===== config.mk =====
export PLATFORM = sky130hd
export DESIGN_NAME = piece_move_ctrl
export DESIGN_NICKNAME = d
export VERILOG_FILES = /design/src/rtl/tetris_pkg.sv /design/src/rtl/piece_shifter.sv /design/src/rtl/piece_move_ctrl.sv
export SDC_FILE = /design/constraint.sdc
export NUM_CORES = 1
export LEC_CHECK = 0
export BUFFER_PORTS_ARGS = -buffer_cell sky130_fd_sc_hd__clkbuf_2
export CORE_AREA = 2 2 236 238
export DETAILED_ROUTE_END_ITERATION = 8
export DIE_AREA = 0 0 238 240
export GPL_TIMING_DRIVEN = 0
export PLACE_DENSITY = 0.65
export SYNTH_ARGS = -nofsm -noshare
export SYNTH_HDL_FRONTEND = slang
export SYNTH_SLANG_ARGS = --single-unit

===== constraint.sdc =====
create_clock -name clk -period 8.4 [get_ports clk]
set_clock_uncertainty 0.05 [all_clocks]
set_input_delay 1.26 -clock clk [delete_from_list [all_inputs] [get_ports clk]]
set_output_delay 1.26 -clock clk [all_outputs]
set_load 0.05 [all_outputs]

===== src/rtl/tetris_pkg.sv =====
// Shared types and board-mask helpers for the active-piece controller.
// Masks are built in a fixed-width vector; callers keep the low W*H bits.
package tetris_pkg;

    localparam int MASK_BITS = 256;

    typedef enum logic [2:0] {
        ST_EMPTY,
        ST_READY,
        ST_CHECK,
        ST_LOCK,
        ST_OVER
    } mv_state_t;

    typedef enum logic [2:0] {
        SPAWN,
        LEFT,
        RIGHT,
        DOWN,
        DROP
    } mv_kind_t;

    function automatic logic [MASK_BITS-1:0] col0_mask(input int w, input int h);
        logic [MASK_BITS-1:0] m;
        m = '0;
        for (int r = 0; r < h; r++) begin
            m[w*r] = 1'b1;
        end
        return m;
    endfunction

    function automatic logic [MASK_BITS-1:0] colw_mask(input int w, input int h);
        logic [MASK_BITS-1:0] m;
        m = '0;
        for (int r = 0; r < h; r++) begin
            m[w*r + w - 1] = 1'b1;
        end
        return m;
    endfunction

    function automatic logic [MASK_BITS-1:0] floor_mask(input int w, input int h);
        logic [MASK_BITS-1:0] m;
        m = '0;
        for (int c = 0; c < w; c++) begin
            m[w*(h-1) + c] = 1'b1;
        end
        return m;
    endfunction

endpackage


===== src/rtl/piece_shifter.sv =====
// Combinational candidate generator: shifts the piece for a move kind and flags
// moves that would wrap across a row edge or fall off the floor.
module piece_shifter
    import tetris_pkg::*;
#(
    parameter int PLAY_WIDTH  = 10,
    parameter int PLAY_HEIGHT = 15
) (
    input  logic [PLAY_WIDTH*PLAY_HEIGHT-1:0] cur,
    input  mv_kind_t                          kind,
    output logic [PLAY_WIDTH*PLAY_HEIGHT-1:0] candidate,
    output logic                              force_reject
);

    localparam int N = PLAY_WIDTH * PLAY_HEIGHT;

    localparam logic [MASK_BITS-1:0] COL0_FULL  = col0_mask(PLAY_WIDTH, PLAY_HEIGHT);
    localparam logic [MASK_BITS-1:0] COLW_FULL  = colw_mask(PLAY_WIDTH, PLAY_HEIGHT);
    localparam logic [MASK_BITS-1:0] FLOOR_FULL = floor_mask(PLAY_WIDTH, PLAY_HEIGHT);
    localparam logic [N-1:0] COL0_MASK  = COL0_FULL[N-1:0];
    localparam logic [N-1:0] COLW_MASK  = COLW_FULL[N-1:0];
    localparam logic [N-1:0] FLOOR_MASK = FLOOR_FULL[N-1:0];

    always_comb begin
        candidate    = '0;
        force_reject = 1'b0;
        case (kind)
            LEFT: begin
                candidate    = cur >> 1;
                force_reject = |(cur & COL0_MASK);
            end
            RIGHT: begin
                candidate    = cur << 1;
                force_reject = |(cur & COLW_MASK);
            end
            DOWN, DROP: begin
                candidate    = cur << PLAY_WIDTH;
                force_reject = |(cur & FLOOR_MASK);
            end
            default: begin
                candidate    = '0;
                force_reject = 1'b0;
            end
        endcase
    end

endmodule


===== src/rtl/piece_move_ctrl.sv =====
// Active-piece controller: registers move candidates for the board checker, then
// commits, rejects, or locks the piece into the background based on the verdict.
module piece_move_ctrl
    import tetris_pkg::*;
#(
    parameter int PLAY_WIDTH  = 10,
    parameter int PLAY_HEIGHT = 15,
    parameter int PIX_PER_BLK = 32
) (
    input  logic                              clk,
    input  logic                              reset,
    input  logic                              spawn_req,
    input  logic [PLAY_WIDTH*PLAY_HEIGHT-1:0] spawn_location,
    input  logic                              req_left,
    input  logic                              req_right,
    input  logic                              req_down,
    input  logic                              req_drop,
    input  logic                              not_valid,
    output logic [PLAY_WIDTH*PLAY_HEIGHT-1:0] next_location,
    output logic [PLAY_WIDTH*PLAY_HEIGHT-1:0] cur_location,
    output logic                              busy,
    output logic                              move_done,
    output logic                              move_rejected,
    output logic                              lock_valid,
    output logic [PLAY_WIDTH*PLAY_HEIGHT-1:0] lock_location,
    output logic                              game_over
);

    localparam int N = PLAY_WIDTH * PLAY_HEIGHT;

    // Block size only matters to the display path that shares this parameter set.
    if (PIX_PER_BLK < 1) begin : g_pix_blk_unused
    end

    mv_state_t state, state_n;
    mv_kind_t  kind, kind_n, req_kind, kind_sel;
    logic [N-1:0] cur_n, next_n, candidate;
    logic         done_n, rej_n, over_n;
    logic         has_req, force_reject, verdict_bad;

    always_comb begin
        req_kind = SPAWN;
        if (req_drop)       req_kind = DROP;
        else if (req_down)  req_kind = DOWN;
        else if (req_left)  req_kind = LEFT;
        else if (req_right) req_kind = RIGHT;
    end

    assign has_req  = req_drop | req_down | req_left | req_right;
    // One shifter serves both phases: the requested move in READY, the pending move in CHECK.
    assign kind_sel = (state == ST_CHECK) ? kind : req_kind;

    piece_shifter #(
        .PLAY_WIDTH  (PLAY_WIDTH),
        .PLAY_HEIGHT (PLAY_HEIGHT)
    ) u_shifter (
        .cur          (cur_location),
        .kind         (kind_sel),
        .candidate    (candidate),
        .force_reject (force_reject)
    );

    assign verdict_bad = not_valid | force_reject;

    always_comb begin
        state_n = state;
        kind_n  = kind;
        cur_n   = cur_location;
        next_n  = next_location;
        done_n  = 1'b0;
        rej_n   = 1'b0;
        over_n  = game_over;
        case (state)
            ST_EMPTY: begin
                if (spawn_req && !game_over) begin
                    next_n  = spawn_location;
                    kind_n  = SPAWN;
                    state_n = ST_CHECK;
                end
            end
            ST_READY: begin
                if (has_req) begin
                    next_n  = candidate;
                    kind_n  = req_kind;
                    state_n = ST_CHECK;
                end
            end
            ST_CHECK: begin
                case (kind)
                    SPAWN: begin
                        if (verdict_bad) begin
                            over_n  = 1'b1;
                            state_n = ST_OVER;
                        end else begin
                            cur_n   = next_location;
                            state_n = ST_READY;
                        end
                    end
                    LEFT, RIGHT: begin
                        if (verdict_bad) begin
                            rej_n = 1'b1;
                        end else begin
                            cur_n  = next_location;
                            done_n = 1'b1;
                        end
                        state_n = ST_READY;
                    end
                    DOWN: begin
                        if (verdict_bad) begin
                            rej_n   = 1'b1;
                            state_n = ST_LOCK;
                        end else begin
                            cur_n   = next_location;
                            done_n  = 1'b1;
                            state_n = ST_READY;
                        end
                    end
                    DROP: begin
                        // Hard drop keeps stepping one row per cycle until the checker refuses.
                        if (verdict_bad) begin
                            state_n = ST_LOCK;
                        end else begin
                            cur_n  = next_location;
                            next_n = next_location << PLAY_WIDTH;
                        end
                    end
                    default: state_n = ST_READY;
                endcase
            end
            ST_LOCK: begin
                cur_n   = '0;
                next_n  = '0;
                state_n = ST_EMPTY;
            end
            ST_OVER: state_n = ST_OVER;
            default: state_n = ST_EMPTY;
        endcase
    end

    always_ff @(posedge clk or negedge reset) begin
        if (!reset) begin
            state         <= ST_EMPTY;
            kind          <= SPAWN;
            cur_location  <= '0;
            next_location <= '0;
            move_done     <= 1'b0;
            move_rejected <= 1'b0;
            game_over     <= 1'b0;
        end else begin
            state         <= state_n;
            kind          <= kind_n;
            cur_location  <= cur_n;
            next_location <= next_n;
            move_done     <= done_n;
            move_rejected <= rej_n;
            game_over     <= over_n;
        end
    end

    assign busy          = (state != ST_READY);
    assign lock_valid    = (state == ST_LOCK);
    assign lock_location = lock_valid ? cur_location : '0;

endmodule


==> flow_summary.toml, run 1 <==
[synthesis]
synth_compound_gate_area_share = 0.438
synth_fa_ha_area_frac = 0
syn_inst = 2267
syn-num-nets = 2425
synth_cell_types = 48
synthMuxAreaShare = 0.00131
synthXorXnorAreaFrac = 0
synth_top_family_by_area = "compound AO/OA/AOI/OAI gates"
synth_top_area_cell = "dfrtp_1"
synth.top_cell.area_share = 0.385
netlist_area_um2 = 20100
synth_common_cells = "dfrtp_1, a21oi_1, clkbuf_1, a32o_1, and3_1"
synth_simple_gate_area_frac = 0.0901
synth_seq_area_share = 0.385
synth_flop_cell = "dfrtp_1"
synth_edf_count = 0
synth-seq-cells = 309
synth_area_leaders = "dfrtp_1, a32o_1, a21oi_1"
ys_warn_count = 0
async_flop_share = 1.00
synth_most_common_cell = "dfrtp_1"
syn_area_per_cell_um2 = 8.85

[cells_and_area]
final_net_count = 3079
area.sequential_um2 = 7730
post-route-util = 0.466
n_fill_cell = 5454
syn_to_final_growth_pct = 26.9
drive_gt1_frac = 0.241
multi_input_area_um2 = 10600

[clock_tree]
h-tree-depth = 2
insertion_delay_ps = 550
cts_setup_buffers = 0
clockBufferDepth = 3
path_clk_slew_ps = 60
cts_root_buf = "clkbuf_16"
cts_resized = 0
cts_buffers = 39
cts_hold_buf = 0
tritoncts = "done"
cts_sinks = 309

[power]
p_per_area_nw_per_um2 = 221
clkPwrFrac = 0.316
peakVddDrop_uv = 114
p_sw_frac = 0.435
internal_power_w = 0.00318
power.leakage_nw = 12.9
p_switching_w = 0.00245
power_frac_comb = 0.292
seqPwrFrac = 0.392

[sta]
layout_min_cycle_time_ps = 6380
period_share = 0.760
hold_violations = 0
tns_ps = 0
tightest_slew_ps = 1540
setup_viol = 0
slew_viol_final = 33
rsz0062_at_grt = "false"
clock.fmax_mhz = 157
relSlewSlack = -0.0297

[floorplan]
initial_core_util = 0.367
die_w_um = 238
ioPinCount = 613
die_h_um = 240
core_area_um2 = 54700
dieArea_um2 = 57100
num_rows = 86

[global_route]
grt_max_degree = 112
grt_overflow = 0
grt_pass1_wl_um = 150000
antenna_found_initial = 12
track_usage = 0.351
grt_pass1_vias = 22782

[detailed_routing]
drt-initial-drc-count = 3065
drc = 0
vias_per_cell = 6.62
routed-via-count = 24271
drt_first_pass_iters = 8
ant_nets = 0
wl_per_cell_um = 28.8
wirelength_um = 105000

[job]
drv_cap = 3

[placed_design]
place_congestion = 0.952
portBuffers = 610
hpwl_um = 76200

[critical_path]
worstPathMaxFanout = 10
required_ps = 7090
cp.arrival_ps = 5070
critPathKind = "flop to primary output"
start_kind = "flop"
end_kind = "primary output"

[outcome]
violations = "max-capacitance violations, max-slew violations"
outcome = "finished with violations"

[hold_path]
min-delay-path-class = "flop to flop"
==> power groups by stage <==
stage	registers, W	clock network [W]	logic, W
3_5_place_dp	0.00220	0	0.00163
6_report	0.00221	0.00178	0.00165
5_1_grt	0.00220	0.00185	0.00174
4_1_cts	0.00217	0.00179	0.00164
3_3_place_gp	0.00220	0	0.00161
2_1_floorplan	0.00272	0	0.000426
==> per-stage QoR <==
step / power (W) / cells / hold WS [ps] / setup slack [ps] / area (um^2)
detailed placement: 0.00383 / 3584 / 451 / 2740 / 24100
finish: 0.00563 / 3664 / 473 / 2020 / 25500
global route: 0.00579 / 3663 / 478 / 1930 / 25500
CTS: 0.00560 / 3654 / 463 / 2130 / 25400
floorplan: 0.00315 / 2267 / 482 / 4910 / 20100
global placement: 0.00381 / 3581 / 439 / -585 / 24000
==> metal layers <==
metal | track usage | wire length (um)
met1 | 0.458 | 40800
met2 | 0.543 | 46800
met3 | 0.0858 | 11800
met4 | 0.179 | 5860
met5 | 0 | 35
==> flip-flops by register name, summed over array words and instances (netlist names) <==
register       flops
cur_location     150
next_location    150
kind               3
state              3
game_over          1
move_done          1
move_rejected      1
==> worst max-delay path, cell delays in order, from the launching register on <==
cell      delay [ps]
dfrtp_1          410
clkbuf_1         760
clkbuf_1         720
clkbuf_1         530
clkbuf_1        1160
clkbuf_1         430
and3_1           230
clkbuf_2         270
==> area by class of cell <==
class,count,share of cell area
Inverter,145,0.0214
Clock buffer,53,0.0452
Clock inverter,17,0.00757
Antenna cell,10,0.000983
Multi-Input combinational cell,1521,0.417
Tap cell,704,0.0346
Sequential cell,309,0.304
Buffer,292,0.0455
Timing Repair Buffer,613,0.124
==> cell usage in the layout (no fill, tap or decap), types with 3 or more instances in the layout <==
master      instances
clkbuf_2          610
dfrtp_1           309
a21oi_1           289
clkbuf_1          258
and3_1            150
a32o_1            150
a221oi_1          147
inv_1             144
nor2_1            144
a211o_1           139
a22oi_1           139
a211oi_1          138
a21o_1            138
clkbuf_16          41
nand2_1            16
buf_2              16
buf_4              11
diode_2            10
buf_1              10
nor4_1             10
a22o_1             10
clkinv_2           10
clkbuf_8            9
nor3b_1             6
nor3_1              6
o21ai_0             6
bufinv_16           4
or4_1               3
clkinvlp_4          3
buf_16              3
==> worst paths after layout <==
check	from	to	slack, ps	cells past startpoint
max in group asynchronous	reset	next_location[123]	6320	3
min in group asynchronous	reset	next_location[43]	620	1
hold / removal	next_location[143]	next_location[143]	470	1
setup reg to reg	state[0]	next_location[60]	4070	8
hold reg to reg	next_location[143]	next_location[143]	470	1
setup / recovery	state[0]	lock_location[128]	2020	7
==> cells by family (layout without fill, tap and decap cells) <==
kind of cell,Yosys count,after routing
AO/OA/AOI/OAI,1169,1169
flip-flops,309,309
AND/OR/NAND/NOR,350,350
multiplexers,2,2
buffers and inverters,437,1120
other,0,10
No activity file was read; power rests on OpenSTA's default activity.
==> run 2, diff against run 1 <==
clock period = 6 ns   (was 8.4 ns; I/O delays follow)
==> run 2 against run 1 <==
Against the previous run: core utilization barely moved; worst setup slack got worse by 1900 ps; clock-buffer cell count did not move; first-iteration DRC count fell by 5.6%; final area barely moved; global-route usage did not move; flip-flop and latch count did not move; register-to-register slack got worse by 2500 ps; total power rose by 40%; hold slack got worse by 210 ps; the run still ends with max-capacitance violations, max-slew violations left.
==> flow_summary.toml, run 2 (synthesis gave the netlist of run 1 again) <==
[detailed_routing]
ant_nets = 0
wl_met1_um = 40800
vias_per_cell = 6.62
wirelength_um = 106000
wl_per_cell_um = 28.8
dr_wl_met2_um = 47100
routed-via-count = 24273
met3_length_um = 12000
drt_first_pass_iters = 7
drt-initial-drc-count = 2893
drc = 0
top_layer_used = "met5"

[outcome]
violations = "max-capacitance violations, max-slew violations"
outcome = "finished with violations"

[critical_path]
critPathBufInv = 6
end_kind = "primary output"
required_ps = 5050
critPathKind = "flop to primary output"
cp_top_family = "buffers and inverters"
critPathSlowestCell = "clkbuf_1"
cp.arrival_ps = 4960
max_stage_delay_ps = 770
path_common_cell = "clkbuf_1"
start_kind = "flop"
crit_chain = "clkbuf_1, clkbuf_1, clkbuf_1, clkbuf_1, clkbuf_1, and3_1, clkbuf_2"
worstPathMaxFanout = 10

[sta]
clock.fmax_mhz = 169
worst_hold_slack_ps = 261
tightest_slew_ps = 1580
period_share = 0.985
relSlewSlack = -0.0502
setup_viol = 0
slew_viol_final = 22
hold_violations = 0
rsz0062_at_grt = "false"
layout_min_cycle_time_ps = 5910

[clock_tree]
cts_hold_buf = 0
cts_sinks = 309
path_clk_slew_ps = 60
cts_buffers = 39
h-tree-depth = 2
insertion_delay_ps = 560
cts_root_buf = "clkbuf_16"
clockBufferDepth = 3
tritoncts = "done"
cts_setup_buffers = 0

[global_route]
grt_pass1_vias = 22782
grt_max_degree = 112
grt_pass1_wl_um = 150000
track_usage = 0.351
antenna_found_initial = 12
grt_overflow = 0

[placed_design]
hpwl_um = 76200
place_congestion = 0.952
portBuffers = 610
placed_cells = 3584
place_area_um2 = 24100

[cells_and_area]
syn_to_final_growth_pct = 26.9
final_cell_mix = "clkbuf_2, dfrtp_1, a21oi_1"
post-route-util = 0.466
final_net_count = 3079
largestRegisters = "cur_location: 150 flops, next_location: 150 flops"
fin_area_um2 = 25500
area.sequential_um2 = 7730
drive_gt1_frac = 0.242
n_fill_cell = 5453
final_common_cell = "clkbuf_2"
multi_input_area_um2 = 10600
instances_no_fill = 3664

[floorplan]
ioPinCount = 613
core_area_um2 = 54700
num_rows = 86
die_w_um = 238
dieArea_um2 = 57100
initial_core_util = 0.367
die_h_um = 240

[power]
power.leakage_nw = 12.9
p_per_area_nw_per_um2 = 310
peakVddDrop_uv = 163
power_w = 0.00789

[hold_path]
min-delay-path-class = "input pin to asynchronous set/reset pin"

[job]
drv_cap = 2
[run 2: layout make-up]
cell class                 instances  share of cell area
multi-input combinational       1521               0.417
timing repair buffer             613               0.124
antenna                           10            0.000983
tap                              704              0.0346
buffer                           292              0.0456
sequential                       309               0.304
clock inverter                    17             0.00757
clock buffer                      53              0.0452
inverter                         145              0.0214
[run 2: report_power, final]
group	switching, W	internal (W)	total (W)	leakage, nW
combinational	0.00175	0.000557	0.00231	8.14
clock	0.000981	0.00151	0.00250	0.664
sequential	0.000702	0.00238	0.00309	4.12
total	0.00343	0.00446	0.00789	12.9
[run 2: layer usage]
| layer | GRT usage | vias to the layer above |
|---|---|---|
| met3 | 0.0858 | 336 |
| met2 | 0.543 | 1742 |
| li1 | - | 10242 |
| met4 | 0.179 | 6 |
| met1 | 0.458 | 11947 |
| met5 | 0 | - |
[run 2: metrics by stage]
stage                     setup WS (ps)  TNS (ps)
after floorplan                    2870         0
after global placement            -2630   -801960
after detailed placement            697         0
after CTS                          91.5         0
after global routing               52.1         0
final                              88.1         0
[run 2: worst paths after layout]
check,cells after the start,slack [ps],start,endpoint
max,7,90,state[0],lock_location[10]
min,1,260,reset,next_location[43]
max reg2reg,8,1610,state[0],next_location[60]
min reg2reg,1,470,next_location[143],next_location[143]
max in group asynchronous,3,4270,reset,next_location[120]
min in group clk,1,470,next_location[143],next_location[143]
[run 2: timing repair]
item	CTS	global route
endpoints found under the hold margin	0	0
setup endpoints to repair	0	48
gates resized for setup	0	3
